===== config.mk =====
export PLATFORM = sky130hd
export DESIGN_NAME = uart_rx_buffer
export DESIGN_NICKNAME = d
export VERILOG_FILES = /design/src/rtl/uart_rx_buffer.sv
export SDC_FILE = /design/constraint.sdc
export NUM_CORES = 1
export LEC_CHECK = 0
export ABC_CLOCK_PERIOD_IN_PS = 3400
export BUFFER_PORTS_ARGS = -buffer_cell sky130_fd_sc_hd__buf_2
export CORE_ASPECT_RATIO = 1.5
export CORE_MARGIN = 2
export CORE_UTILIZATION = 40
export DETAILED_ROUTE_END_ITERATION = 10
export PLACE_DENSITY = 0.58
export REMOVE_ABC_BUFFERS = 1
export SLEW_MARGIN = 20
export SYNTH_ARGS = -nofsm -noshare
export SYNTH_HDL_FRONTEND = slang
export SYNTH_SLANG_ARGS = --single-unit

===== constraint.sdc =====
create_clock -name clk -period 3.4 [get_ports clk]
set_input_delay 0.34 -clock clk [delete_from_list [all_inputs] [get_ports clk]]
set_output_delay 0.34 -clock clk [all_outputs]
set_load 0.02 [all_outputs]

===== src/rtl/uart_rx_buffer.sv =====
// Byte FIFO between the UART receiver and the memory loaders; replays bytes as single-cycle pulses.
// Optional running XOR checksum of accepted bytes is built only when UART_RX_CHECKSUM_EN is defined.
module uart_rx_buffer #(
    parameter int DATA_WIDTH = 8,
    parameter int DEPTH      = 16,
    parameter int CNT_W      = $clog2(DEPTH) + 1
) (
    input  logic                  clk,
    input  logic                  rstN,
    input  logic                  flush,
    input  logic [DATA_WIDTH-1:0] in_byte,
    input  logic                  in_valid,
    input  logic                  out_ready,
    output logic [DATA_WIDTH-1:0] out_byte,
    output logic                  out_valid,
    output logic [CNT_W-1:0]      count,
    output logic                  empty,
    output logic                  full,
    output logic                  overflow,
    output logic [DATA_WIDTH-1:0] checksum
);

    localparam int PTR_W = $clog2(DEPTH);

    logic [DATA_WIDTH-1:0] mem [DEPTH];
    logic [PTR_W-1:0]      wrPtrReg;
    logic [PTR_W-1:0]      rdPtrReg;
    logic [CNT_W-1:0]      countReg;
    logic                  overflowReg;

    logic doPop;
    logic doPush;
    logic doDrop;

    // Decisions use the count held before the edge, so a byte never pops on the edge that stores it.
    assign empty  = (countReg == '0);
    assign full   = (countReg == CNT_W'(DEPTH));
    assign doPop  = out_ready && !empty;
    assign doPush = in_valid && (!full || doPop);
    assign doDrop = in_valid && full && !doPop;

    assign count    = countReg;
    assign overflow = overflowReg;

    // Storage has no reset so it maps onto block RAM.
    always_ff @(posedge clk) begin
        if (rstN && !flush && doPush) begin
            mem[wrPtrReg] <= in_byte;
        end
    end

    always_ff @(posedge clk) begin
        if (!rstN) begin
            wrPtrReg    <= '0;
            rdPtrReg    <= '0;
            countReg    <= '0;
            overflowReg <= 1'b0;
            out_byte    <= '0;
            out_valid   <= 1'b0;
        end else if (flush) begin
            wrPtrReg    <= '0;
            rdPtrReg    <= '0;
            countReg    <= '0;
            overflowReg <= 1'b0;
            out_valid   <= 1'b0;
        end else begin
            out_valid <= doPop;
            if (doPop) begin
                out_byte <= mem[rdPtrReg];
                rdPtrReg <= rdPtrReg + PTR_W'(1);
            end
            if (doPush) begin
                wrPtrReg <= wrPtrReg + PTR_W'(1);
            end
            if (doPush && !doPop) begin
                countReg <= countReg + CNT_W'(1);
            end else if (doPop && !doPush) begin
                countReg <= countReg - CNT_W'(1);
            end
            if (doDrop) begin
                overflowReg <= 1'b1;
            end
        end
    end

`ifdef UART_RX_CHECKSUM_EN
    logic [DATA_WIDTH-1:0] checksumReg;

    always_ff @(posedge clk) begin
        if (!rstN || flush) begin
            checksumReg <= '0;
        end else if (doPush) begin
            checksumReg <= checksumReg ^ in_byte;
        end
    end

    assign checksum = checksumReg;
`else
    assign checksum = '0;
`endif

endmodule


## Word level (Yosys, flattened, before mapping)

Memory sizes are Yosys's and may differ from the RTL's. A register that Yosys moved wholly into a read port is not among the register bits.
Index checks and enable logic that the tools add are counted.

| word-level totals | value |
|---|---|
| register bits after elaboration | 15 |
| RAM bits | 128 |
| word-level logic and storage cells | 36 |
| memories | 1 |

Memory list:

| name | words | width | rd ports | clocked after Yosys merged registers in | write ports | RTL line | RTL |
|---|---|---|---|---|---|---|---|
| mem | 16 | 8 | 1 | 1 | 1 | 25 | `logic [DATA_WIDTH-1:0] mem [DEPTH];` |

| operators by class | value |
|---|---|
| add/sub/neg operators | 4 |
| eq/ne operators | 1 |
| muxes and demuxes | 4 |
| bitwise gates (word level) | 2 |
| reduce and logical (&&, ||, !) cells | 19 |

Operators with widths:

| cell | count |
|---|---|
| 5-bit two-way mux | 2 |
| 4-bit by 1-bit adder with 4-bit output, second input constant | 2 |
| 1-bit logical AND | 8 |
| 1-bit logical NOT | 6 |
| 5-bit by 1-bit adder with 5-bit output, second input constant | 1 |
| 5-bit == test, second input constant | 1 |
| 5-bit logical NOT | 1 |
| 5-bit by 1-bit subtractor with 5-bit output, second input constant | 1 |
| 1-bit two-way mux | 2 |
| 1-bit NOT | 2 |
| 2-bit AND reduction | 1 |
| 2-bit nonzero test | 1 |
| 2-bit OR reduction | 1 |
| 1-bit logical OR | 1 |

## Depth between registers and ports, before layout

Gate-level depths: netlist (run 1).

| logic depth | value |
|---|---|
| depth after elaboration | 9 |
| mapped depth | 11 |
| depth with buffers taken out | 9 |

## Least setup slack after synthesis (run 1)

No wires, ideal clock.

| timing | value |
|---|---|
| path type | register to register |
| start | reg countReg[0], in the netlist count[0] |
| end | reg countReg[4], in the netlist count[4] |
| library setup time | 72 ps |
| arrival | 2767 ps |
| required time | 3328 ps |
| slack | 561 ps |
| cell stages (with the launch flop) | 12 |
| period minus slack after synthesis | 2839 ps |
| cell sequence | dfxtp_1 > or4_4 > buf_6 > o21a_1 > buf_6 > ha_1 > inv_1 > ha_1 > a21o_1 > a21oi_1 > mux2i_1 > mux2i_1 |

| between the ends | value |
|---|---|
| longest elaborated chain between the ends | 8 |
| elaborated cells between the ends (all ways) | 16 |
| those cells by class | 2 x add/sub; 1 x eq/ne; 2 x mux; 11 x reduce/logical |

Ends and longest elaborated chain:

| what | RTL line | RTL |
|---|---|---|
| start: declaration | 28 | `logic [CNT_W-1:0] countReg;` |
| start signal: assignment | 76 | `countReg <= countReg + CNT_W'(1);` |
| start signal: assignment | 78 | `countReg <= countReg - CNT_W'(1);` |
| 5-bit logical NOT | 36 | `assign empty = (countReg == '0);` |
| 1-bit logical NOT | 38 | `assign doPop = out_ready && !empty;` |
| 1-bit logical AND | 38 |  |
| 1-bit logical OR (*) | 39 | `assign doPush = in_valid && (!full \|\| doPop);` |
| 1-bit logical AND (*) | 39 |  |
| via doPush | 32 | `logic doPush;` |
| 1-bit logical NOT | 77 | `end else if (doPop && !doPush) begin` |
| 1-bit logical AND | 77 |  |
| 2-bit nonzero test (no source line) | - |  |

The timed path passes the listed nets; every way through them passes the cells marked *. The select of a mux whose other input is x is not followed.
A chain may end at the register's enable or synchronous reset.

## Final worst setup path (run 1)

| timing | value |
|---|---|
| start | reg countReg[0], in the netlist count[0] |
| end | reg countReg[4], in the netlist count[4] |

| between the ends | value |
|---|---|
| longest elaborated chain between the ends | 8 |
| elaborated cells between the ends (all ways) | 16 |
| those cells by class | 2 x add/sub; 1 x eq/ne; 2 x mux; 11 x reduce/logical |

Ends and longest elaborated chain:

| what |
|---|
| parallel branches: the longest is 8 deep, another holds 5-bit by 1-bit subtractor with 5-bit output |

Several ways; the timed one is not identified. The select of a mux whose other input is x is not followed.

==> reports/results.tsv, run 1 <==
stage	metric	value	unit
run_status	status	finished clean	
cts	cts_sinks	151	
cts	clock_latency	0.41	ns
finish	drive_gt1_share	28.5	%
setup_path	required	3.74	ns
sta	finalSetupTns	0	ns
cts	path_clk_slew	0.06	ns
setup_path	reg2reg_depth	9	
setup_path	cp-start-kind	register	
routing	drt_wl_total	12000	um
finish	mostFrequentLayoutCells	128 x edfxtp_1, 35 x nor2_1, 32 x mux4_2	
global_routing	grt_pass1_wl	18600	um
floorplanning	dieWidth	105	um
finish	final_cells	596	
logic_synthesis	ys_seq_area_share	70.3	%
global_routing	grt_pass1_vias	3203	
pwr	vdd_ir_drop_max	0.304	mV
setup_path	cp-end-kind	register	
cts	post_cts_buffers	0	
setup_path	r2r_start	count[0]	
logic_synthesis	synthArstFlopShare	0	%
sta	timing.fmax	339	MHz
setup_path	r2r-end	count[4]	
logic_synthesis	synthTopCellsByArea	edfxtp_1 63%, mux4_2 12%, dfxtp_1 7.5%	
global_routing	antenna_found_initial	0	
cts	postCtsHoldBufs	0	
finish	multiInputGateArea	1670	um^2
setup_path	regToRegSetupSlack	0.45	ns
floorplanning	coreArea	15000	um^2
cts	htreeDepth	4	
place	gp_congestion	0.768	
cts	cts_tree	done	
cts	cts_max_path_buffers	2	
logic_synthesis	synth_seq_cells	151	
place	dp_hpwl	7880	um
finish	final-seq-area	4310	um^2
sta	setup_violations	0	
routing	drt-initial-drc-count	203	
global_routing	grt_overflow	0	
floorplanning	ioPinCount	38	
pwr	p_leak	2.43	nW
worst_hold_path	hold_class	in2reg	
logic_synthesis	synth_edf_count	128	
setup_path	path_max_fanout	10	
sta	finalCritPeriodShare	86.8	%
cts	cts_buffers	17	
routing	ant_nets	0	
floorplanning	dieArea	16300	um^2
floorplanning	die_height	156	um
sta	fin_crit	2.95	ns
routing	via_per_inst	5.16	
setup_path	arrival	3.29	ns
logic_synthesis	ys_warn_count	0	
place	dp_cells	564	
setup_path	startpoint	count[0]	
cts	cts_root_buffer	clkbuf_16	
sta	finalHoldViolCount	0	
routing	wire_per_inst	20.2	um
finish	final_nets	407	
job	maxCapViolations	0	
sta	skew	0.00686	ns
setup_path	path_class	reg2reg	
finish	fillers	1311	
logic_synthesis	netlist.area_leader.share	62.8	%
floorplanning	rows	55	
logic_synthesis	yosys.cell_types.count	35	
finish	diodes	0	
setup_path	endpoint	count[4]	
routing	firstDrtPassIters	4	
routing	drc	0	
logic_synthesis	postSynthAreaPerCell	18.2	um^2
global_routing	grt_max_degree	35	
sta	max_slew_margin	38.9	%
logic_synthesis	ys.flop_type	edfxtp_1	
place	portBuffers	29	
sta	drv_slew	0	
pwr	finalPower	0.00427	W
logic_synthesis	yosysTopAreaCell	edfxtp_1	
sta	tightest_slew	0.913	ns
routing	num_vias	3075	
sta	holdWs	0.230	ns
cts	cts_resized	0	
logic_synthesis	netlist_area	6120	um^2
floorplanning	start_util	40.8	%
pwr	power_density	600	nW/um^2
global_routing	track_usage	15.8	%
finish	area_delta_synth_final	16.1	%
finish	final_common_cell	edfxtp_1	
sta	rsz0062_at_grt	no	
logic_synthesis	synthCells	337	
[worst max-delay path, cell delays in order (launching register included)]
cell and delay, ns:
dfxtp_1 0.37, or4_4 0.67, o21a_1 0.32, ha_1 0.25, inv_1 0.16, ha_1 0.30
a21o_1 0.19, a21oi_1 0.18, mux2i_1 0.24, mux2i_1 0.19
[how the worst min path moves through the flow]
stage	from	end	cells past startpoint
after global routing	in_valid	overflow	3
after detailed placement	out_byte[7]	out_byte[7]	1
after CTS	in_valid	overflow	3
after global placement	out_byte[1]	out_byte[1]	1
final	in_valid	overflow	3
after floorplan	in_byte[0]	mem[0][0]	0
[layer usage]
| metal | vias to the layer above | wire (um) | share of wire [%] | global-route usage, % |
|---|---|---|---|---|
| met5 | - | 0 | 0 | 0 |
| met4 | 0 | 172 | 1.4 | 5.90 |
| met3 | 12 | 419 | 3.5 | 3.51 |
| met2 | 73 | 6550 | 55 | 28.3 |
| met1 | 1590 | 4880 | 41 | 18.6 |
| li1 | 1400 | - | - | - |
[cell type report]
type / instances / area share (%)
inverters: 5 / 0.264
clock inverters: 11 / 1.74
well taps: 199 / 3.50
multi-input cells: 164 / 23.5
flip-flops and latches: 151 / 60.6
clock buffers: 21 / 6.48
repair buffers: 45 / 3.91
[Yosys cell counts (3+ instances only)]
library cell and instances:
dfxtp_1 23, buf_4 11, nand2_1 6, a21o_1 10, xor2_1 6, a21oi_1 4
edfxtp_1 128, nor2_1 35, buf_2 5, o21a_1 3, nand3_1 3, inv_1 5
mux4_2 32, o22ai_1 8, clkbuf_1 5, mux2i_1 21, ha_1 9
[per-stage QoR]
step,area (um^2),util (%),worst slack (ns)
floorplan,6000,-,0.617
global placement,6530,43.5,0.520
detailed placement,6530,43.5,0.449
CTS,7110,47.4,0.434
global route,7110,47.4,0.286
finish,7110,47.4,0.450
[sequential cells by signal, summed over array words and instances (netlist names)]
signal / flops
out_valid: 1
mem: 128
out_byte: 8
overflow: 1
count: 5
rdPtrReg: 4
wrPtrReg: 4
[where the power goes]
group	total, W	internal (W)	switching, W
Clock	0.00184	0.00112	0.000723
Combinational	0.000362	0.000134	0.000228
Sequential	0.00206	0.00203	0.0000271
[logic make-up (layout without fill, tap and decap cells)]
family                     Yosys count  in the layout  share of synthesized area (%)
buffers and inverters               29             82                           2.80
muxes                               53             53                           15.2
AOI/OAI and AO/OA                   33             33                           4.68
xor gates and xnor gates             8              8                           1.14
and+or+nand+nor                     52             52                           3.66
adders and majority gates           10             10                           2.17
other                                1              8                         0.0612
DFF                                151            151                           70.3
No activity file was read; power rests on OpenSTA's default activity.
==> run 2: changes to the inputs <==
CELL_PAD_IN_SITES_DETAIL_PLACEMENT = 1   (was unset)
CELL_PAD_IN_SITES_GLOBAL_PLACEMENT = 2   (was unset)
CORE_UTILIZATION = 46   (was 40)
PLACE_DENSITY = 0.81   (was 0.58)
==> reports/results.tsv, run 2 (synthesis results as in run 1) <==
stage	metric	value	unit
sta	max_slew_margin	57.2	%
place	dp_hpwl	8390	um
pwr	vdd_ir_drop_max	0.395	mV
sta	finalHoldViolCount	0	
setup_path	path_max_fanout	10	
finish	final_nets	411	
setup_path	reg2reg_depth	9	
finish	area_delta_synth_final	16.2	%
cts	postCtsHoldBufs	0	
setup_path	cp-start-kind	register	
setup_path	required	3.73	ns
global_routing	grt_pass1_wl	20700	um
job	maxCapViolations	0	
finish	mostFrequentLayoutCells	128 x edfxtp_1, 35 x nor2_1, 32 x mux4_2	
finish	fillers	1209	
sta	rsz0062_at_grt	no	
cts	cts_resized	0	
routing	via_per_inst	5.65	
sta	finalCritPeriodShare	89.1	%
floorplanning	start_util	47.0	%
cts	cts_max_path_buffers	2	
cts	htreeDepth	4	
cts	post_cts_buffers	0	
routing	drc	0	
routing	ant_nets	0	
routing	drt_wl_total	13400	um
finish	postLayoutCoreUtil	54.7	%
sta	skew	0.00595	ns
run_status	status	finished clean	
cts	path_clk_slew	0.06	ns
global_routing	grt_pass1_vias	3423	
setup_path	r2r-end	count[4]	
sta	finalSetupTns	0	ns
floorplanning	coreArea	13000	um^2
finish	final_common_cell	edfxtp_1	
global_routing	antenna_found_initial	0	
routing	wire_per_inst	23.8	um
setup_path	r2r_start	count[0]	
finish	largest_reg_flops	128	
place	dp_cells	528	
cts	cts_root_buffer	clkbuf_16	
cts	clock_latency	0.42	ns
sta	timing.fmax	330	MHz
setup_path	path_class	reg2reg	
finish	drive_gt1_share	29.9	%
global_routing	grt_overflow	0	
worst_hold_path	min_to	overflow	
floorplanning	ioPinCount	38	
routing	num_vias	3164	
place	portBuffers	29	
cts	cts_tree	done	
finish	final_area	7110	um^2
sta	drv_slew	0	
cts	cts_sinks	151	
setup_path	cp-end-kind	register	
cts	cts_buffers	17	
setup_path	arrival	3.36	ns
setup_path	regToRegSetupSlack	0.37	ns
sta	setup_violations	0	
finish	final_cells	560	
worst_hold_path	hold_class	in2reg	
finish	diodes	0	
global_routing	grt_max_degree	35	
pwr	power_density	610	nW/um^2
sta	tightest_slew	0.643	ns
pwr	finalPower	0.00434	W
worst_hold_path	hold_depth	3	
sta	fin_crit	3.03	ns
global_routing	track_usage	19.9	%
pwr	p_leak	2.47	nW
worst_hold_path	worstHoldStart	in_valid	
routing	firstDrtPassIters	4	
floorplanning	die_height	145	um
place	place_area	6500	um^2
place	gp_congestion	0.785	
floorplanning	dieArea	14300	um^2
routing	drt-initial-drc-count	173	
floorplanning	dieWidth	98.2	um
floorplanning	rows	51	
finish	top_register	mem	
## run 2: cell types whose count changed in the layout (fill, tap and decap cells not counted), sizes merged
cell,previous run,this run
inv,7,12
buf,45,49
clkbuf,21,17
clkinv,5,4
## run 2: area by class of cell
type / instances / area, um^2 / share of cell area (%)
sequential: 151 / 4310 / 60.5
clock inverter: 15 / 184 / 2.59
clock buffer: 17 / 425 / 5.98
timing repair buffer: 49 / 308 / 4.33
inverter: 5 / 18.8 / 0.264
multi-input combinational: 164 / 1670 / 23.5
tap: 159 / 199 / 2.80
## run 2: how the worst max path moves through the flow
stage | startpoint | end | slack [ns] | cells after the start
after CTS | count[0] | count[4] | 0.36 | 9
after global placement | count[0] | count[4] | 0.50 | 9
after detailed placement | count[0] | count[4] | 0.39 | 9
final | count[0] | count[4] | 0.37 | 9
after floorplan | count[0] | count[4] | 0.62 | 9
after global routing | count[0] | count[4] | 0.24 | 9
## run 2: worst max-delay path, stage by stage, from the launching register on
cell	delay (ns)
dfxtp_1	0.37
or4_4	0.68
o21ai_4	0.30
ha_1	0.22
inv_1	0.11
fa_1	0.42
a21o_1	0.18
a21oi_1	0.17
mux2i_1	0.26
mux2i_1	0.23
## run 2: power by group
part	leakage, nW	internal, W	total, W	switching (W)
Sequential	1.34	0.00203	0.00206	0.0000277
Combinational	0.835	0.000135	0.000372	0.000237
Clock	0.292	0.00111	0.00191	0.000796
## run 2: through the flow
stage | hold WS [ns] | setup slack (ns)
floorplan | 0.439 | 0.617
global placement | 0.431 | 0.496
detailed placement | 0.438 | 0.392
CTS | 0.209 | 0.359
global route | 0.259 | 0.237
finish | 0.218 | 0.372
## run 2: layer usage
metal | vias up | wire length, um | GRT usage [%]
met1 | 1652 | 5350 | 24.8
met3 | 19 | 585 | 5.15
met2 | 86 | 7160 | 33.9
met4 | 0 | 253 | 6.99
met5 | - | 0 | 0
li1 | 1407 | - | -
